File: src/rtl/odd_mon_pkg.sv
// Shared types and helpers for the odd-sequence monitor: FSM state encoding
// and the expected-next-value function.
package odd_mon_pkg;

    localparam int STATE_W = 2;

    typedef enum logic [STATE_W-1:0] {
        IDLE    = 2'd0,
        ACQUIRE = 2'd1,
        LOCKED  = 2'd2
    } state_t;

    // Callers truncate the result to their sample width, giving modulo 2^WIDTH.
    function automatic logic [31:0] next_odd(input logic [31:0] ref_v);
        return ref_v + 32'd2;
    endfunction

endpackage

File: src/rtl/odd_seq_monitor_sat_counter.sv
// Saturating up-counter with synchronous clear; holds at all-ones instead of
// rolling over.
module sat_counter #(
    parameter int W = 8
) (
    input  logic         clk,
    input  logic         reset,
    input  logic         clr,
    input  logic         inc,
    output logic [W-1:0] q
);

    logic [W-1:0] cnt_q;
    logic [W-1:0] cnt_d;

    always_comb begin
        cnt_d = cnt_q;
        if (clr) begin
            cnt_d = '0;
        end else if (inc && (cnt_q != '1)) begin
            cnt_d = cnt_q + 1'b1;
        end
    end

    always_ff @(posedge clk or negedge reset) begin
        if (!reset) begin
            cnt_q <= '0;
        end else begin
            cnt_q <= cnt_d;
        end
    end

    assign q = cnt_q;

endmodule

File: src/rtl/odd_seq_monitor.sv
// Checks an odd-counter stream (each sample = previous + 2) with an
// IDLE/ACQUIRE/LOCKED tracker that tolerates short bursts of bad samples.
module odd_seq_monitor
    import odd_mon_pkg::*;
#(
    parameter int WIDTH         = 8,
    parameter int CNT_W         = 8,
    parameter int LOCK_THRESH   = 4,
    parameter int UNLOCK_THRESH = 2
) (
    input  logic               clk,
    input  logic               reset,
    input  logic               sample_valid,
    input  logic [WIDTH-1:0]   sample_in,
    input  logic               clear,
    output logic               locked,
    output logic               err_pulse,
    output logic [CNT_W-1:0]   err_count,
    output logic [CNT_W-1:0]   wrap_count,
    output logic [WIDTH-1:0]   last_sample,
    output logic [STATE_W-1:0] state
);

    localparam int GR_W = $clog2(LOCK_THRESH + 1);
    localparam int BR_W = $clog2(UNLOCK_THRESH + 1);
    localparam logic [GR_W-1:0] LOCK_C   = GR_W'(LOCK_THRESH);
    localparam logic [GR_W-1:0] GR_ONE   = GR_W'(1);
    localparam logic [BR_W-1:0] UNLOCK_C = BR_W'(UNLOCK_THRESH);

    state_t            state_q, state_d;
    logic [WIDTH-1:0]  ref_q, ref_d;
    logic [GR_W-1:0]   good_run_q, good_run_d, good_run_inc;
    logic [BR_W-1:0]   bad_run_q, bad_run_d, bad_run_inc;
    logic              err_q, err_d;
    logic              locked_q;
    logic [WIDTH-1:0]  exp_val;
    logic              odd_s;
    logic              good_s;
    logic              wrap_inc;

    assign exp_val      = WIDTH'(next_odd(32'(ref_q)));
    assign odd_s        = sample_in[0];
    assign good_s       = odd_s && (sample_in == exp_val);
    assign good_run_inc = good_run_q + 1'b1;
    assign bad_run_inc  = bad_run_q + 1'b1;

    // Only genuine samples can wrap; flywheel advances never reach this term.
    assign wrap_inc = sample_valid && !clear && good_s &&
                      (ref_q == '1) && (sample_in == WIDTH'(1));

    always_comb begin
        state_d    = state_q;
        ref_d      = ref_q;
        good_run_d = good_run_q;
        bad_run_d  = bad_run_q;
        err_d      = 1'b0;
        if (clear) begin
            state_d    = IDLE;
            ref_d      = '0;
            good_run_d = '0;
            bad_run_d  = '0;
        end else begin
            case (state_q)
                IDLE: begin
                    if (sample_valid) begin
                        if (odd_s) begin
                            ref_d      = sample_in;
                            good_run_d = GR_ONE;
                            state_d    = ACQUIRE;
                        end else begin
                            err_d = 1'b1;
                        end
                    end
                end
                ACQUIRE: begin
                    if (sample_valid) begin
                        if (good_s) begin
                            ref_d      = sample_in;
                            good_run_d = good_run_inc;
                            if (good_run_inc == LOCK_C) begin
                                state_d   = LOCKED;
                                bad_run_d = '0;
                            end
                        end else begin
                            err_d = 1'b1;
                            if (odd_s) begin
                                ref_d      = sample_in;
                                good_run_d = GR_ONE;
                            end else begin
                                good_run_d = '0;
                                state_d    = IDLE;
                            end
                        end
                    end
                end
                LOCKED: begin
                    if (sample_valid) begin
                        if (good_s) begin
                            ref_d     = sample_in;
                            bad_run_d = '0;
                        end else begin
                            err_d = 1'b1;
                            if (bad_run_inc < UNLOCK_C) begin
                                // Flywheel: coast on the predicted value.
                                bad_run_d = bad_run_inc;
                                ref_d     = exp_val;
                            end else begin
                                bad_run_d  = '0;
                                good_run_d = '0;
                                if (odd_s) begin
                                    ref_d      = sample_in;
                                    good_run_d = GR_ONE;
                                    state_d    = ACQUIRE;
                                end else begin
                                    state_d = IDLE;
                                end
                            end
                        end
                    end
                end
                default: begin
                    state_d    = IDLE;
                    good_run_d = '0;
                    bad_run_d  = '0;
                end
            endcase
        end
    end

    always_ff @(posedge clk or negedge reset) begin
        if (!reset) begin
            state_q    <= IDLE;
            ref_q      <= '0;
            good_run_q <= '0;
            bad_run_q  <= '0;
            err_q      <= 1'b0;
            locked_q   <= 1'b0;
        end else begin
            state_q    <= state_d;
            ref_q      <= ref_d;
            good_run_q <= good_run_d;
            bad_run_q  <= bad_run_d;
            err_q      <= err_d;
            locked_q   <= (state_d == LOCKED);
        end
    end

    sat_counter #(.W(CNT_W)) u_err_cnt (
        .clk   (clk),
        .reset (reset),
        .clr   (clear),
        .inc   (err_d),
        .q     (err_count)
    );

    sat_counter #(.W(CNT_W)) u_wrap_cnt (
        .clk   (clk),
        .reset (reset),
        .clr   (clear),
        .inc   (wrap_inc),
        .q     (wrap_count)
    );

    assign locked      = locked_q;
    assign err_pulse   = err_q;
    assign last_sample = ref_q;
    assign state       = state_q;

endmodule
File: config.mk
export PLATFORM = sky130hd
export DESIGN_NAME = odd_seq_monitor
export DESIGN_NICKNAME = d
export VERILOG_FILES = /design/src/rtl/odd_mon_pkg.sv /design/src/rtl/odd_seq_monitor_sat_counter.sv /design/src/rtl/odd_seq_monitor.sv
export SDC_FILE = /design/constraint.sdc
export NUM_CORES = 1
export LEC_CHECK = 0
export ABC_CLOCK_PERIOD_IN_PS = 5000
export CAP_MARGIN = 5
export CELL_PAD_IN_SITES_DETAIL_PLACEMENT = 0
export CELL_PAD_IN_SITES_GLOBAL_PLACEMENT = 1
export CORE_MARGIN = 4
export CORE_UTILIZATION = 44
export DETAILED_ROUTE_END_ITERATION = 10
export PLACE_DENSITY = 0.93
export SLEW_MARGIN = 15
export SYNTH_ARGS = -nofsm -noshare
export SYNTH_HDL_FRONTEND = slang
export SYNTH_SLANG_ARGS = --single-unit
export TNS_END_PERCENT = 20
File: constraint.sdc
create_clock -name clk -period 5 [get_ports clk]
set_input_delay 1.5 -clock clk [delete_from_list [all_inputs] [get_ports clk]]
set_output_delay 1.5 -clock clk [all_outputs]
set_load 0.1 [all_outputs]
# Word-level counts from Yosys, hierarchy flattened
# Cells that the tools add are included.
dict set report word_totals {
  wordCells 97
  ramBits 0
  memories 0
  in_bits 12
  mem_bits_ro 0
  latch_bits 0
  regBits 33
  out_inout_bits 28
}
dict set report classes {
  n_mul 0
  shift 0
  add_sub_neg 5
  div_mod_pow 0
  n_eq_ne 18
  n_mux 49
  order_cmp 1
  reduce_logical 16
  bitwise_logic 0
}
# cell n
set ops {}
lappend ops {{$mux 8} 12}
lappend ops {{$mux 2} 17}
lappend ops {{$mux 3} 8}
lappend ops {{$ne 3x3->1 const B} 8}
lappend ops {{$pmux 8 s3} 1}
lappend ops {{$add 8x1->8 const B} 2}
lappend ops {{$ne 8x8->1 const B} 2}
lappend ops {{$pmux 2 s3} 2}
lappend ops {{$pmux 3 s3} 1}
lappend ops {{$add 8x2->8 const B} 1}
lappend ops {{$eq 8x1->1 const B} 1}
lappend ops {{$eq 8x8->1} 1}
lappend ops {{$eq 8x8->1 const B} 1}
lappend ops {{$logic_and 1x1->1} 7}
lappend ops {{$mux 1} 7}
lappend ops {{$reduce_and 6->1} 1}
lappend ops {{$reduce_and 5->1} 1}
lappend ops {{$eq 2x2->1 const B} 2}
lappend ops {{$reduce_and 4->1} 1}
lappend ops {{$reduce_bool 2->1} 2}
lappend ops {{$reduce_bool 4->1} 1}
lappend ops {{$add 3x1->3 const B} 1}
lappend ops {{$eq 3x3->1 const B} 1}
lappend ops {{$add 2x1->2 const B} 1}
lappend ops {{7 further kinds} 7}

# Depth between registers and ports, before layout
dict set report logic_depth {
  ltp_word 10
  depth_mapped 10
  depth_no_buf 8
}

# Cells and area by module
# A second synthesis with hierarchy kept.
dict set report hier_totals {
  hier_cells 286
  hier_area_um2 2398.6
}
# module cells_per_inst seq_area_each_um2 instances area_per_inst_um2
set by_module_without_submodules {}
lappend by_module_without_submodules {odd_seq_monitor 195 400.4 1 1503.9}
lappend by_module_without_submodules {{sat_counter at u_err_cnt} 49 200.2 1 464.2}
lappend by_module_without_submodules {{sat_counter at u_wrap_cnt} 42 200.2 1 430.4}

# Worst setup path after synthesis
# Ideal clock, no wire load.
dict set report synth_path {
  kind {input to register}
  start {input port sample_in[0]}
  end {register u_wrap_cnt.cnt_q[5], in the netlist u_wrap_cnt.q[5]}
  n_path_buf 1
  required_ns 4.922
  slack_ns 1.774
  setup_time_ns 0.078
  cell_stages 8
  t_arrival_ns 3.148
  cell_sequence {clkinv_1 > ha_1 > nor3_1 > o211a_4 > nand4_2 > buf_6 > or3_1 > a21oi_1}
}
dict set report synth_between {
  elab_chain_len 7
  elab_cells_between_ends 8
  classes_between {eq/ne (2); reduce/logical (6)}
}
# item line
set synth_rtl {}
lappend synth_rtl {{start: declaration} odd_seq_monitor.sv:14} ;# input logic [WIDTH-1:0] sample_in,
lappend synth_rtl {{$eq 8x8->1} odd_seq_monitor.sv:43} ;# assign good_s = odd_s && (sample_in == exp_val);
lappend synth_rtl {{$logic_and 1x1->1} odd_seq_monitor.sv:43}
lappend synth_rtl {{$logic_and 1x1->1 (2 in a row)} odd_seq_monitor.sv:48} ;# assign wrap_inc = sample_valid && !clear && good_s &&
lappend synth_rtl {{$logic_and 1x1->1 *} odd_seq_monitor.sv:49} ;# (ref_q == '1) && (sample_in == WIDTH'(1));
lappend synth_rtl {{$logic_and 1x1->1 *} odd_seq_monitor_sat_counter.sv:20} ;# end else if (inc && (cnt_q != '1)) begin
lappend synth_rtl {{$reduce_bool 2->1 (no line) *} --}
lappend synth_rtl {{end signal: assignment} odd_seq_monitor_sat_counter.sv:29} ;# cnt_q <= cnt_d;
lappend synth_rtl {{end: declaration} odd_seq_monitor_sat_counter.sv:13} ;# logic [W-1:0] cnt_q;
# Every way passes the cells marked *; elsewhere a longest branch is shown, timed or not.
# A chain may end at the register's enable or synchronous reset.

# Worst setup path in the final report
dict set report layout_path {
  start {input port sample_in[0]}
  end {register u_wrap_cnt.cnt_q[7], in the netlist u_wrap_cnt.q[7]}
}
# Same word-level chain as after synthesis.

==> reports/results.tsv <==
stage	metric	value	unit
timing	worst_slew_pin_slew	0.971	ns
finish	design.final.nets	371	
floorplan	horiz_die_dim	85.3	um
setup_path	cp.required	5.22	ns
clocking	clock_latency_of_the_later_clocked_register_in_the_worst_skew_pair	0.29	ns
route	viasPerCell	6.17	
timing	finalHoldViolations	0	
clocking	tritoncts.num_buffers	5	
floorplan	start_util	46.6	%
setup_path	rr_startpoint	last_sample[1]	
floorplan	rows	27	
finish	final_non_filler_cells	422	
place	hpwlAfterDp	4900	um
synth	synthDominantCellAreaShare	30.5	%
place	dpl.cell_count	414	
floorplan	die_y	85.3	um
setup_path	slowest_delay	0.48	ns
synth	synth_enable_flop_cells	0	
power	switching_power	0.241	mW
synth	synth-seq-cells	32	
setup_path	worst_path_max_delay_cell	sky130_fd_sc_hd__clkdlybuf4s50_1	
synth	syn_nets	338	
global_route	maximum_number_of_pins_on_one_net_before_global_route_repair	33	
synth	synthCells	316	
timing	fmax	270	MHz
global_route	antenna_violations_before_repair	0	
finish	mostFrequentLayoutCells	sky130_fd_sc_hd__clkdlybuf4s50_1, sky130_fd_sc_hd__dfrtp_1, sky130_fd_sc_hd__a21oi_1, sky130_fd_sc_hd__o21ai_0, sky130_fd_sc_hd__nand2_1	
job	max-cap-violations	0	
setup_path	timing.critical_path.cells	clkdlybuf4s50_1, clkinv_1, ha_1, nor3_1, o211a_4, nand4_2, or3_1, a21oi_1	
synth	synth_top_flop_cell	sky130_fd_sc_hd__dfrtp_1	
run_status	status	finished clean	
finish	layout_commonest_cell	sky130_fd_sc_hd__clkdlybuf4s50_1	
setup_path	cp-end-kind	flop	
hold_path	min-delay-path-class	flop to flop	
hold_path	whs_path_depth	1	
setup_path	timing.critical_path.from	sample_in[0]	
route	route.detailed.drc	0	
place	routability_cong	0.883	
clocking	post_cts_hold_buffer_count	0	
global_route	via_count_of_the_first_global_routing_pass	2418	
synth	synth_cell_types	64	
floorplan	num_io_pins	40	
timing	final_min_period_over_clock_period	74.2	%
setup_path	worst-endpoint-arrival	3.93	ns
timing	unrepaired_setup_endpoints_after_global_routing	false	
finish	drive_above_1_share	8.86	%
clocking	ctsResizeCount	0	
timing	final_setup_fails	0	
power	p_leak	1.25	nW
synth	yosysWarningCount	0	
synth	syn-mean-instance-area	8.31	um2
route	detail-route-antenna-nets	0	
global_route	global_route.overflow_total	0	
setup_path	critPathLaunchType	input port	
floorplan	die_area	7270	um2
power	share_clk_of_total_power	35.9	%
finish	n_antenna_cell	0	
hold_path	worstHoldStart	good_run_q[1]	
timing	final-max-slew-violation-count	0	
setup_path	r2r_cells	7	
clocking	clock_sinks	32	
clocking	post_cts_buffers	0	
timing	tns	0	ns
synth	synth_top_area_cell	sky130_fd_sc_hd__dfrtp_1	
power	power.share.sequential	39.3	%
power	cellInternalPower	0.472	mW
route	dr.pass1.iters	5	
synth	netlist_top_cells_area	sky130_fd_sc_hd__dfrtp_1, sky130_fd_sc_hd__a21oi_1, sky130_fd_sc_hd__ha_1	
power	p_comb_share	24.8	%
route	via_count	2604	
power	switch_share	33.8	%
floorplan	placeableCoreArea	5640	um2
synth	synth-async-reset-ratio	100	%
finish	areaGrowthSynthToFinish	20.0	%
clocking	htreeDepth	2	
clocking	cts.root.buffer_cell	sky130_fd_sc_hd__clkbuf_8	
global_route	grt_pass1_wl	12000	um
power	power_density_normalized_to_cell_area	226	nW/um2
route	drt-wirelength-per-cell	16.8	um
setup_path	critical_path_class	input port to flop	
timing	timing.max_slew.rel_slack	35.1	%
timing	period_needed	3.71	ns
route	initial_detailed_routing_violation_count	183	
clocking	deepest_clock_path_buffer_count	2	
setup_path	critPathMaxFanout	11	
clocking	cts.reportedPaths.clkPinSlew	0.07	ns
clocking	tritoncts	done	
power	irDropWorstVdd	0.106	mV
timing	finClkSkew	0.00322	ns
synth	synth-seq-area-share	30.5	%
synth	netlist_area	2630	um2
place	place.port_buffers	39	
global_route	grtUsageTotal	20.2	%
route	postRouteWirelength	7090	um
==> layout make-up <==
class                           instances  area (um2)
Clock buffer                            6        72.6
Clock inverter                          2        35.0
Fill cell                             529        2490
Inverter                               14        52.6
Multi-Input combinational cell        251        1670
Sequential cell                        32         801
Tap cell                               72        90.1
Timing Repair Buffer                   45         435
==> registers in the layout, indices dropped and copies added (netlist names) <==
register and count:
good_run_q 3, bad_run_q 1, err_pulse 1, u_wrap_cnt.q 8, locked 1, last_sample 8, u_err_cnt.q 8, state 2
==> logic make-up (layout without fill, tap and decap cells) <==
kind of cell | Yosys count | in the layout | share of synthesized area [%]
buffers and inverters | 33 | 67 | 6.10
multiplexers | 7 | 7 | 2.86
AO/OA/AOI/OAI | 98 | 98 | 24.2
XOR/XNOR | 12 | 12 | 4.00
flip-flops | 32 | 32 | 30.5
AND/OR/NAND/NOR | 124 | 124 | 27.6
adder cells (fa/ha/maj) | 10 | 10 | 4.76
==> per-stage QoR <==
stage	hold slack (ns)	power, mW	setup slack (ns)	util, %	instance area, um2
after global placement	0.512	0.459	1.07	54.0	3050
after floorplan	0.489	0.407	1.77	-	2630
after detailed placement	0.529	0.460	1.01	54.0	3050
final	0.550	0.713	1.29	55.9	3150
after global routing	0.568	0.746	1.12	55.9	3150
after CTS	0.545	0.716	1.30	55.9	3150
==> Yosys cell counts (3+ instances only) <==
cell type / n
sky130_fd_sc_hd__and2_1: 3
sky130_fd_sc_hd__a31oi_1: 6
sky130_fd_sc_hd__nand4_1: 4
sky130_fd_sc_hd__nand2b_1: 7
sky130_fd_sc_hd__inv_1: 13
sky130_fd_sc_hd__mux2_2: 3
sky130_fd_sc_hd__clkbuf_1: 11
sky130_fd_sc_hd__a22oi_1: 4
sky130_fd_sc_hd__and4_1: 3
sky130_fd_sc_hd__dfrtp_1: 32
sky130_fd_sc_hd__nor3_1: 7
sky130_fd_sc_hd__nand2_1: 21
sky130_fd_sc_hd__o31ai_1: 4
sky130_fd_sc_hd__o22ai_1: 5
sky130_fd_sc_hd__or4_1: 3
sky130_fd_sc_hd__nor2_1: 15
sky130_fd_sc_hd__a21oi_1: 30
sky130_fd_sc_hd__xor2_1: 6
sky130_fd_sc_hd__nor3b_1: 3
sky130_fd_sc_hd__ha_1: 10
sky130_fd_sc_hd__nor4_1: 4
sky130_fd_sc_hd__xnor2_1: 6
sky130_fd_sc_hd__buf_6: 4
sky130_fd_sc_hd__mux2i_1: 3
sky130_fd_sc_hd__or3_1: 8
sky130_fd_sc_hd__nand3_1: 20
sky130_fd_sc_hd__o221ai_1: 3
sky130_fd_sc_hd__nand3b_1: 3
sky130_fd_sc_hd__o21ai_0: 24
sky130_fd_sc_hd__and3_1: 10
==> final timing paths <==
| path | endpoint | slack [ns] |
|---|---|---|
| hold / removal | good_run_q[1] | 0.55 |
| setup / recovery | u_wrap_cnt.q[7] | 1.29 |
| hold reg to reg | good_run_q[1] | 0.55 |
| setup reg to reg | u_wrap_cnt.q[7] | 2.45 |
| min in group asynchronous | state[0] | 1.61 |
| max in group asynchronous | u_err_cnt.q[0] | 3.06 |
==> worst max-delay path: cells and delay by family <==
family | cells | cell delay [ns]
AOI/OAI and AO/OA | 2 | 0.39
buffers and inverters | 2 | 0.77
adders and majority gates | 1 | 0.41
and+or+nand+nor | 3 | 0.87
==> per-layer routing <==
metal | GRT usage [%] | wire [um] | up-vias
met5 | 0 | 0 | -
met4 | 5.32 | 91 | 0
met3 | 4.76 | 476 | 10
met2 | 31.9 | 3310 | 99
met1 | 27.7 | 3220 | 1248
li1 | - | - | 1247
==> power groups by stage <==
stage / combinational (mW) / sequential, mW / clock [mW]
after floorplan: 0.0822 / 0.325 / 0
after detailed placement: 0.175 / 0.285 / 0
after global routing: 0.190 / 0.282 / 0.275
after global placement: 0.174 / 0.284 / 0
after CTS: 0.176 / 0.280 / 0.261
final: 0.177 / 0.280 / 0.256
Power figures use the tool's default switching activity.
